## config.mk

```make
export PLATFORM = sky130hd
export DESIGN_NAME = mem_access_unit
export DESIGN_NICKNAME = d
export VERILOG_FILES = /design/src/rtl/mem_access_unit.sv
export SDC_FILE = /design/constraint.sdc
export NUM_CORES = 1
export LEC_CHECK = 0
export ABC_CLOCK_PERIOD_IN_PS = 2000
export BUFFER_PORTS_ARGS = -buffer_cell sky130_fd_sc_hd__buf_2
export CAP_MARGIN = 40
export CORE_UTILIZATION = 35
export DETAILED_ROUTE_END_ITERATION = 6
export GPL_TIMING_DRIVEN = 0
export REMOVE_ABC_BUFFERS = 1
export SLEW_MARGIN = 20
export SYNTH_ARGS = -nofsm -noshare
export SYNTH_HDL_FRONTEND = slang
export SYNTH_SLANG_ARGS = --single-unit
```

## constraint.sdc

```tcl
create_clock -name clk -period 2 [get_ports clk]
set_input_delay 0.1 -clock clk [delete_from_list [all_inputs] [get_ports clk]]
set_output_delay 0.1 -clock clk [all_outputs]
set_load 0.02 [all_outputs]
```

## src/rtl/mem_access_unit.sv

```systemverilog
// mem_access_unit: performs the single data-RAM access of a multi-cycle
// instruction. It decodes and checks the access descriptor when start is
// seen in IDLE, runs a req/ready handshake (with an optional timeout), then
// returns lane-aligned, extended load data with a one-cycle done pulse.
module mem_access_unit #(
    parameter int ADDR_W  = 17,
    parameter int TIMEOUT = 255
) (
    input  logic              clk,
    input  logic              reset,
    input  logic              start,
    input  logic              op_load,
    input  logic              op_store,
    input  logic [1:0]        size,
    input  logic              sign_ext,
    input  logic [31:0]       addr,
    input  logic [31:0]       wdata,
    output logic              mem_req,
    output logic              mem_we,
    output logic [ADDR_W-1:0] mem_addr,
    output logic [3:0]        mem_be,
    output logic [31:0]       mem_wdata,
    input  logic [31:0]       mem_rdata,
    input  logic              mem_ready,
    output logic [31:0]       rdata,
    output logic              done,
    output logic              busy,
    output logic              err
);

    // The counter is at least 8 bits and grows only for larger timeouts.
    localparam int CNT_W = (TIMEOUT > 255) ? $clog2(TIMEOUT + 1) : 8;
    localparam logic [CNT_W-1:0] CNT_LAST = (TIMEOUT > 0) ? CNT_W'(TIMEOUT - 1) : '0;

    typedef enum logic [1:0] {
        S_IDLE = 2'd0,
        S_REQ  = 2'd1,
        S_DONE = 2'd2
    } state_e;

    state_e            state_q;
    logic              op_load_q;
    logic [1:0]        size_q;
    logic              sign_ext_q;
    logic [1:0]        lane_q;
    logic [CNT_W-1:0]  cnt_q;
    logic              mem_req_q;
    logic              mem_we_q;
    logic [ADDR_W-1:0] mem_addr_q;
    logic [3:0]        mem_be_q;
    logic [31:0]       mem_wdata_q;
    logic [31:0]       rdata_q;
    logic              done_q;
    logic              busy_q;
    logic              err_q;

    // Next values derived from the incoming descriptor and from the read word.
    logic              fault_d;
    logic [3:0]        be_d;
    logic [31:0]       wdata_d;
    logic [31:0]       lane_word;
    logic [31:0]       load_d;

    // Decode the descriptor offered with start: lane enables, store data
    // replication and the alignment/legality check.
    always_comb begin
        // NOTE: every signal gets a default first so no path leaves it
        // unassigned, which would otherwise infer a latch.
        fault_d = 1'b0;
        be_d    = 4'b0000;
        wdata_d = wdata;
        case (size)
            2'b00: begin
                be_d    = 4'b0001 << addr[1:0];
                wdata_d = {4{wdata[7:0]}};
            end
            2'b01: begin
                be_d    = 4'b0011 << addr[1:0];
                wdata_d = {2{wdata[15:0]}};
                fault_d = addr[0];
            end
            2'b10: begin
                be_d    = 4'b1111;
                wdata_d = wdata;
                fault_d = |addr[1:0];
            end
            default: fault_d = 1'b1;
        endcase
        if (op_load && op_store) begin
            fault_d = 1'b1;
        end
    end

    // Pull the addressed byte/half down to bit 0 and extend it.
    always_comb begin
        lane_word = mem_rdata >> {lane_q, 3'b000};
        load_d    = mem_rdata;
        case (size_q)
            2'b00:   load_d = sign_ext_q ? {{24{lane_word[7]}}, lane_word[7:0]}
                                         : {24'h000000, lane_word[7:0]};
            2'b01:   load_d = sign_ext_q ? {{16{lane_word[15]}}, lane_word[15:0]}
                                         : {16'h0000, lane_word[15:0]};
            default: load_d = mem_rdata;
        endcase
    end

    // Access sequencer: IDLE -> (REQ) -> DONE -> IDLE, all outputs registered.
    always_ff @(posedge clk) begin
        // NOTE: the reset is synchronous, so it lives inside the clocked
        // branch and is not in the sensitivity list.
        if (reset) begin
            state_q     <= S_IDLE;
            op_load_q   <= 1'b0;
            size_q      <= 2'b00;
            sign_ext_q  <= 1'b0;
            lane_q      <= 2'b00;
            cnt_q       <= '0;
            mem_req_q   <= 1'b0;
            mem_we_q    <= 1'b0;
            mem_addr_q  <= '0;
            mem_be_q    <= 4'b0000;
            mem_wdata_q <= 32'h0;
            rdata_q     <= 32'h0;
            done_q      <= 1'b0;
            busy_q      <= 1'b0;
            err_q       <= 1'b0;
        end else begin
            // NOTE: non-blocking assignments make every register update from
            // the values present before the edge, independent of order.
            case (state_q)
                S_IDLE: begin
                    done_q <= 1'b0;
                    if (start) begin
                        op_load_q   <= op_load;
                        size_q      <= size;
                        sign_ext_q  <= sign_ext;
                        lane_q      <= addr[1:0];
                        mem_addr_q  <= addr[ADDR_W+1:2];
                        mem_be_q    <= be_d;
                        mem_wdata_q <= wdata_d;
                        err_q       <= fault_d;
                        cnt_q       <= '0;
                        busy_q      <= 1'b1;
                        if (fault_d || (!op_load && !op_store)) begin
                            // Faults and no-ops complete without touching RAM.
                            state_q <= S_DONE;
                            done_q  <= 1'b1;
                        end else begin
                            state_q   <= S_REQ;
                            mem_req_q <= 1'b1;
                            mem_we_q  <= op_store;
                        end
                    end
                end
                S_REQ: begin
                    if (mem_ready) begin
                        state_q   <= S_DONE;
                        done_q    <= 1'b1;
                        mem_req_q <= 1'b0;
                        mem_we_q  <= 1'b0;
                        if (op_load_q) begin
                            rdata_q <= load_d;
                        end
                    end else if ((TIMEOUT != 0) && (cnt_q == CNT_LAST)) begin
                        state_q   <= S_DONE;
                        done_q    <= 1'b1;
                        err_q     <= 1'b1;
                        mem_req_q <= 1'b0;
                        mem_we_q  <= 1'b0;
                    end else begin
                        cnt_q <= cnt_q + 1'b1;
                    end
                end
                S_DONE: begin
                    state_q <= S_IDLE;
                    done_q  <= 1'b0;
                    busy_q  <= 1'b0;
                end
                default: begin
                    state_q   <= S_IDLE;
                    done_q    <= 1'b0;
                    busy_q    <= 1'b0;
                    mem_req_q <= 1'b0;
                    mem_we_q  <= 1'b0;
                end
            endcase
        end
    end

    assign mem_req   = mem_req_q;
    assign mem_we    = mem_we_q;
    assign mem_addr  = mem_addr_q;
    assign mem_be    = mem_be_q;
    assign mem_wdata = mem_wdata_q;
    assign rdata     = rdata_q;
    assign done      = done_q;
    assign busy      = busy_q;
    assign err       = err_q;

endmodule

```

==> impl_metrics.csv, run 1 <==
group,metric,value,unit
status,status,"finished clean",
pwr,combPwrFrac,18.1,%
grt,grt_pass1_wl,22700,um
detailed_routing,dr.pass1.iters,4,
pwr,p_leak,0.00274,uW
finish,final_cell_mix,"buf_2 (180), nand2_1 (136), dfxtp_1 (103), a21oi_1 (59), nor2_1 (57)",
grt,track_usage,19.0,%
finish,stdcell_count,973,
synth,ys_warn_count,0,
pwr,power_frac_clock,35.1,%
pwr,seqPwrFrac,46.8,%
setup_path,required,2.27,ns
setup_path,rr_worst_depth,6,
place,place_congestion,0.818,
finish,area.growth.synth_to_final,29.6,%
grt,antenna_found_initial,0,
finish,finalInstanceArea,6580,um2
sta,finalSetupTns,0,ns
clocking,clkTransAtPathRegs,0.08,ns
setup_path,rr_startpoint,"lane_q[1]",
synth,ys_async_sr_fraction,0,%
setup_path,regToRegSetupSlack,0.17,ns
place,hpwl,9800,um
clocking,cts-buffers-inserted,9,
floorplan,initial_utilization,36.3,%
detailed_routing,routed_via_density,5.16,
clocking,cts_tree,"done",
finish,diodes,0,
setup_path,crit_arrival,2.10,ns
sta,fmax,0.548,GHz
pwr,netSwitchingFraction,29.7,%
clocking,clk_latency,0.35,ns
floorplan,rows,43,
sta,finalMaxSlewViolations,0,
floorplan,fp.dieW,122,um
pwr,p_int,3480,uW
grt,grt_overflow,0,
setup_path,critPathKind,"reg2reg",
detailed_routing,first_iter_violations,204,
clocking,clockBufferDepth,2,
synth,ys_types,52,
floorplan,die_h,122,um
pwr,vdd_drop_max,0.347,mV
min_path,min-delay-start,"wdata[3]",
setup_path,timing.critical_path.buf_inv,2,
detailed_routing,drtAntennaViolNets,0,
grt,grt_pass1_vias,4766,
sta,hold_viol_final,0,
synth,syn_area,5080,um2
sta,whs,0.0157,ns
setup_path,cp-end-kind,"flip-flop",
floorplan,num_io_pins,195,
clocking,clkSinkCount,106,
setup_path,cp_max_fo,16,
grt,grt_start_max_net_pins,65,
place,placed_cell_area,6090,um2
synth,ys_seq_area_share,41.8,%
sta,fin_worst_skew,0.0119,ns
clocking,htree_levels,3,
synth,syn_avg_cell_area,8.19,um2
job,cap_violations,0,
pwr,p_per_area,753,nW/um2
pwr,power.switching,1470,uW
pwr,power.total,4950,uW
place,numPortBuffers,181,
synth,synth-main-ff-cell,"dfxtp_1",
setup_path,crit_family,"flip-flops",
sta,rsz0062_at_grt,"false",
setup_path,worstPathCellList,"buf_8 > nor2_1 > a22oi_2 > a31oi_4 > buf_4 > a211oi_1",
synth,synth_seq_cells,106,
synth,synth_edf_count,0,
floorplan,core,14000,um2
setup_path,crit_path_top_delay_cell,"dfxtp_1",
min_path,hold_path.class,"in2reg",
synth,syn_inst,620,
min_path,min_path_cells,3,
clocking,clockRootBuffer,"clkbuf_16",
detailed_routing,drc_errors,0,
setup_path,worstSetupStartpointType,"flip-flop",
finish,drive_gt1_share,28.9,%
finish,n_fill_cell,1390,
sta,worst_slew_pin_slew,0.792,ns
detailed_routing,routedWlPerCell,14.5,um
setup_path,timing.rr.end,"rdata[28]",
sta,finalSetupViolations,0,
floorplan,die_area,15000,um2
finish,final_nets,895,
sta,finalCritPeriodShare,91.3,%
sta,max_slew_margin,47.2,%
detailed_routing,drt-total-wl,14100,um
place,place_inst,938,
finish,layout_commonest_cell,"buf_2",
detailed_routing,vias,5024,
min_path,min_to,"mem_wdata[3]",
setup_path,max_stage_delay,0.71,ns
sta,period_minus_slack,1.83,ns
-- through the flow --
step                util, %  setup WS [ns]
finish                 47.0          0.174
global route           47.0        0.00507
CTS                    47.0         0.0595
detailed placement     43.5         -0.232
global placement       42.5          -3.22
floorplan                 -          -1.66
-- layer usage --
metal  up-vias  share of wire [%]  track usage [%]
met5         -                  0                0
met4         0                1.7             7.70
met3        15                8.9             5.62
li1       2519                  -                -
met1      2300                 45             23.7
met2       190                 44             30.4
-- layout make-up --
cell class | count | area, um2 | share of cell area (%)
Multi-Input combinational cell | 455 | 2690 | 40.9
Timing Repair Buffer | 207 | 1220 | 18.5
Tap cell | 180 | 225 | 3.42
Clock inverter | 6 | 48.8 | 0.742
Clock buffer | 10 | 239 | 3.63
Sequential cell | 106 | 2130 | 32.4
Inverter | 9 | 33.8 | 0.514
-- worst max path at each step --
| stage | startpoint | end | cells past startpoint |
|---|---|---|---|
| detailed placement | lane_q[0] | rdata[31] | 4 |
| finish | lane_q[1] | rdata[28] | 6 |
| floorplan | state_q[1] | cnt_q[2] | 4 |
| global placement | state_q[1] | cnt_q[2] | 4 |
| global route | state_q[1] | mem_wdata[12] | 5 |
| CTS | state_q[0] | rdata[10] | 4 |
-- synthesized netlist by cell type, drive strengths merged, types with 2 or more instances --
master / count / area (um2)
nor2b: 4 / 27.5
o311ai: 2 / 17.5
o21ai: 29 / 145
a311oi: 8 / 70.1
a31oi: 2 / 33.8
o211ai: 5 / 37.5
a221oi: 2 / 17.5
nand3: 5 / 30.0
a2bb2o: 7 / 70.1
o31ai: 3 / 22.5
a2bb2oi: 7 / 61.3
nor3: 4 / 20.0
clkbuf: 20 / 75.1
nand2: 137 / 514
nor2: 57 / 214
or3: 5 / 31.3
nor4: 5 / 31.3
inv: 9 / 33.8
o221ai: 7 / 61.3
buf: 30 / 183
nand3b: 8 / 60.1
dfxtp: 106 / 2120
a211oi: 35 / 318
nand4: 2 / 12.5
a21boi: 2 / 15.0
nand2b: 6 / 37.5
mux2i: 38 / 380
a21oi: 60 / 300
ha: 2 / 25.0
nor3b: 2 / 20.0
-- kinds of logic after synthesis --
logic type / Yosys count / synth area share, %
AO/OA/AOI/OAI: 175 / 24.1
XOR/XNOR: 1 / 0.173
adder cells (fa/ha/maj): 2 / 0.493
buffers and inverters: 59 / 5.74
flip-flops: 106 / 41.8
multiplexers: 38 / 7.49
AND/OR/NAND/NOR: 239 / 20.2
-- power groups by stage --
stage | Clock (uW) | Combinational (uW) | Sequential (uW)
finish | 1740 | 897 | 2320
global route | 1870 | 986 | 2330
CTS | 1800 | 901 | 2320
detailed placement | 0 | 873 | 2360
global placement | 0 | 824 | 2360
floorplan | 0 | 355 | 2470
-- what timing repair did --
item | CTS | global route
endpoints found under the hold margin | 17 | 0
pin swaps | 0 | 1
gates resized for setup | 3 | 2
setup buffers | 2 | 0
hold buffers | 17 | 0
endpoints found under the setup margin | 31 | 11
-- registers in the layout, indices dropped and copies added, names as in the netlist, 2 cells and up --
signal     count
size_q         2
state_q        2
rdata         32
mem_be         4
lane_q         2
mem_wdata     32
cnt_q          8
mem_addr      17
-- worst register-to-register path: cells and delay by family, from the launching register on --
family | cells | cell delay (ns)
DFF | 1 | 0.71
and+or+nand+nor | 1 | 0.07
AOI/OAI and AO/OA | 3 | 0.55
buffers and inverters | 2 | 0.43
No activity file was read; power rests on OpenSTA's default activity.
==> inputs of run 2 (changes only) <==
Settings changed: CORE_UTILIZATION 35 to 30, TNS_END_PERCENT set to 10.
==> run 2 against run 1 <==
  * Count of clock-buffer cells in the layout stayed put
  * Register-to-register slack better by 0.05 ns
  * Critical path depth is 1 lower
  * Combinational power is 2% higher
  * Clock power is 8% higher
  * Die area is 16% higher
  * Total power is 3.0% higher
  * Core utilization is 6.4 points lower
  * Critical endpoint unchanged
  * Global-route usage is 1.7 points lower
==> impl_metrics.csv, run 2 (synthesis results as in run 1) <==
group,metric,value,unit
setup_path,worstSetupStartpointType,"flip-flop",
floorplan,die_h,132,um
finish,final_nets,898,
finish,diodes,0,
grt,track_usage,17.2,%
floorplan,die_area,17400,um2
pwr,p_per_area,760,nW/um2
floorplan,fp.dieW,132,um
place,hpwl,9970,um
finish,layout_commonest_cell,"buf_2",
clocking,htree_levels,3,
sta,fin_worst_skew,0.0126,ns
pwr,netSwitchingFraction,29.2,%
finish,drive_gt1_share,28.9,%
pwr,power_frac_clock,36.8,%
floorplan,num_io_pins,195,
pwr,power.total,5100,uW
clocking,cts_tree,"done",
finish,regArea,2130,um2
setup_path,crit_start,"state_q[0]",
pwr,vdd_drop_max,0.380,mV
setup_path,rr_startpoint,"state_q[0]",
pwr,p_int,3610,uW
sta,finalMaxSlewViolations,0,
setup_path,cp-end-kind,"flip-flop",
place,place_congestion,0.795,
setup_path,crit_path_end,"rdata[28]",
setup_path,required,2.22,ns
setup_path,crit_arrival,2.00,ns
detailed_routing,drt-total-wl,14900,um
grt,grt_start_max_net_pins,60,
place,numPortBuffers,181,
detailed_routing,drc_errors,0,
detailed_routing,drtAntennaViolNets,0,
clocking,clk_latency,0.35,ns
setup_path,cp_max_fo,12,
status,status,"finished clean",
setup_path,timing.rr.end,"rdata[28]",
grt,grt_overflow,0,
clocking,clockBufferDepth,2,
sta,rsz0062_at_grt,"false",
floorplan,core,16500,um2
clocking,clkSinkCount,106,
floorplan,rows,47,
sta,worst_slew_pin_slew,0.768,ns
sta,period_minus_slack,1.78,ns
pwr,combPwrFrac,17.9,%
sta,max_slew_margin,48.8,%
sta,whs,0.0166,ns
sta,fmax,0.562,GHz
sta,finalSetupViolations,0,
detailed_routing,routed_via_density,4.91,
pwr,p_leak,0.00276,uW
min_path,hold_path.class,"in2reg",
floorplan,initial_utilization,30.7,%
clocking,clkTransAtPathRegs,0.08,ns
setup_path,rr_worst_depth,5,
job,cap_violations,0,
finish,multiInputGateArea,2690,um2
clocking,cts-buffers-inserted,9,
finish,final_cell_mix,"buf_2 (180), nand2_1 (136), dfxtp_1 (103), a21oi_1 (59), nor2_1 (57)",
sta,hold_viol_final,0,
grt,grt_pass1_wl,24300,um
detailed_routing,dr.pass1.iters,4,
detailed_routing,routedWlPerCell,14.6,um
pwr,power.switching,1490,uW
detailed_routing,vias,4992,
detailed_routing,first_iter_violations,251,
finish,n_fill_cell,1708,
setup_path,regToRegSetupSlack,0.22,ns
finish,area.growth.synth_to_final,32.2,%
clocking,clockRootBuffer,"clkbuf_16",
sta,finalCritPeriodShare,89.0,%
pwr,seqPwrFrac,45.3,%
min_path,min_path_cells,3,
setup_path,critPathKind,"reg2reg",
grt,antenna_found_initial,0,
grt,grt_pass1_vias,4695,
==> run 2: cell type report <==
type / instances / area share, %
multi-input combinational: 455 / 40.1
sequential: 106 / 31.7
timing repair buffer: 210 / 19.0
tap: 220 / 4.10
clock buffer: 10 / 3.56
clock inverter: 6 / 1.10
inverter: 9 / 0.503
==> run 2: power groups by stage <==
stage / Clock [uW] / Combinational [uW] / Sequential, uW
after floorplan: 0 / 355 / 2470
after global placement: 0 / 849 / 2370
after detailed placement: 0 / 890 / 2360
after CTS: 1960 / 921 / 2310
after global routing: 2050 / 1010 / 2330
final: 1880 / 912 / 2310
==> run 2: per-stage QoR <==
stage | cells | setup TNS [ns] | util [%] | setup WS, ns | instance area (um2)
final | 1016 | 0 | 40.6 | 0.220 | 6710
after global routing | 1016 | 0 | 40.6 | 0.0496 | 6710
after CTS | 1016 | 0 | 40.6 | 0.00430 | 6700
after detailed placement | 979 | -5.52 | 37.2 | -0.274 | 6150
after global placement | 971 | -224.85 | 36.3 | -3.73 | 6000
after floorplan | 570 | -87.32 | - | -1.66 | 4820
==> run 2: routing by layer <==
metal	part of all wire, %	vias up	GRT usage [%]
met5	0	-	0
met4	1.4	0	6.33
met3	7.4	15	4.65
met2	44	178	27.7
met1	47	2271	22.1
li1	-	2528	-
==> run 2: timing repair <==
| action | CTS | global route |
|---|---|---|
| hold buffers | 19 | 0 |
| gates resized for setup | 3 | 2 |
| endpoints found under the setup margin | 31 | 24 |
| endpoints found under the hold margin | 19 | 0 |
| pin swaps | 1 | 0 |
| buffers inserted | 2 | 0 |
==> run 2: worst max-delay path, stage by stage, from the launching register on <==
cell      delay (ns)
dfxtp_2         0.46
nor2b_2         0.29
nand3_2         0.33
a31oi_4         0.33
buf_12          0.18
a211oi_1        0.07
==> run 2: worst min-delay path by stage <==
stage / startpoint / to
finish: wdata[1] / mem_wdata[1]
global route: wdata[7] / mem_wdata[7]
CTS: wdata[1] / mem_wdata[1]
detailed placement: addr[7] / mem_addr[5]
global placement: addr[5] / mem_addr[3]
floorplan: reset / rdata[11]
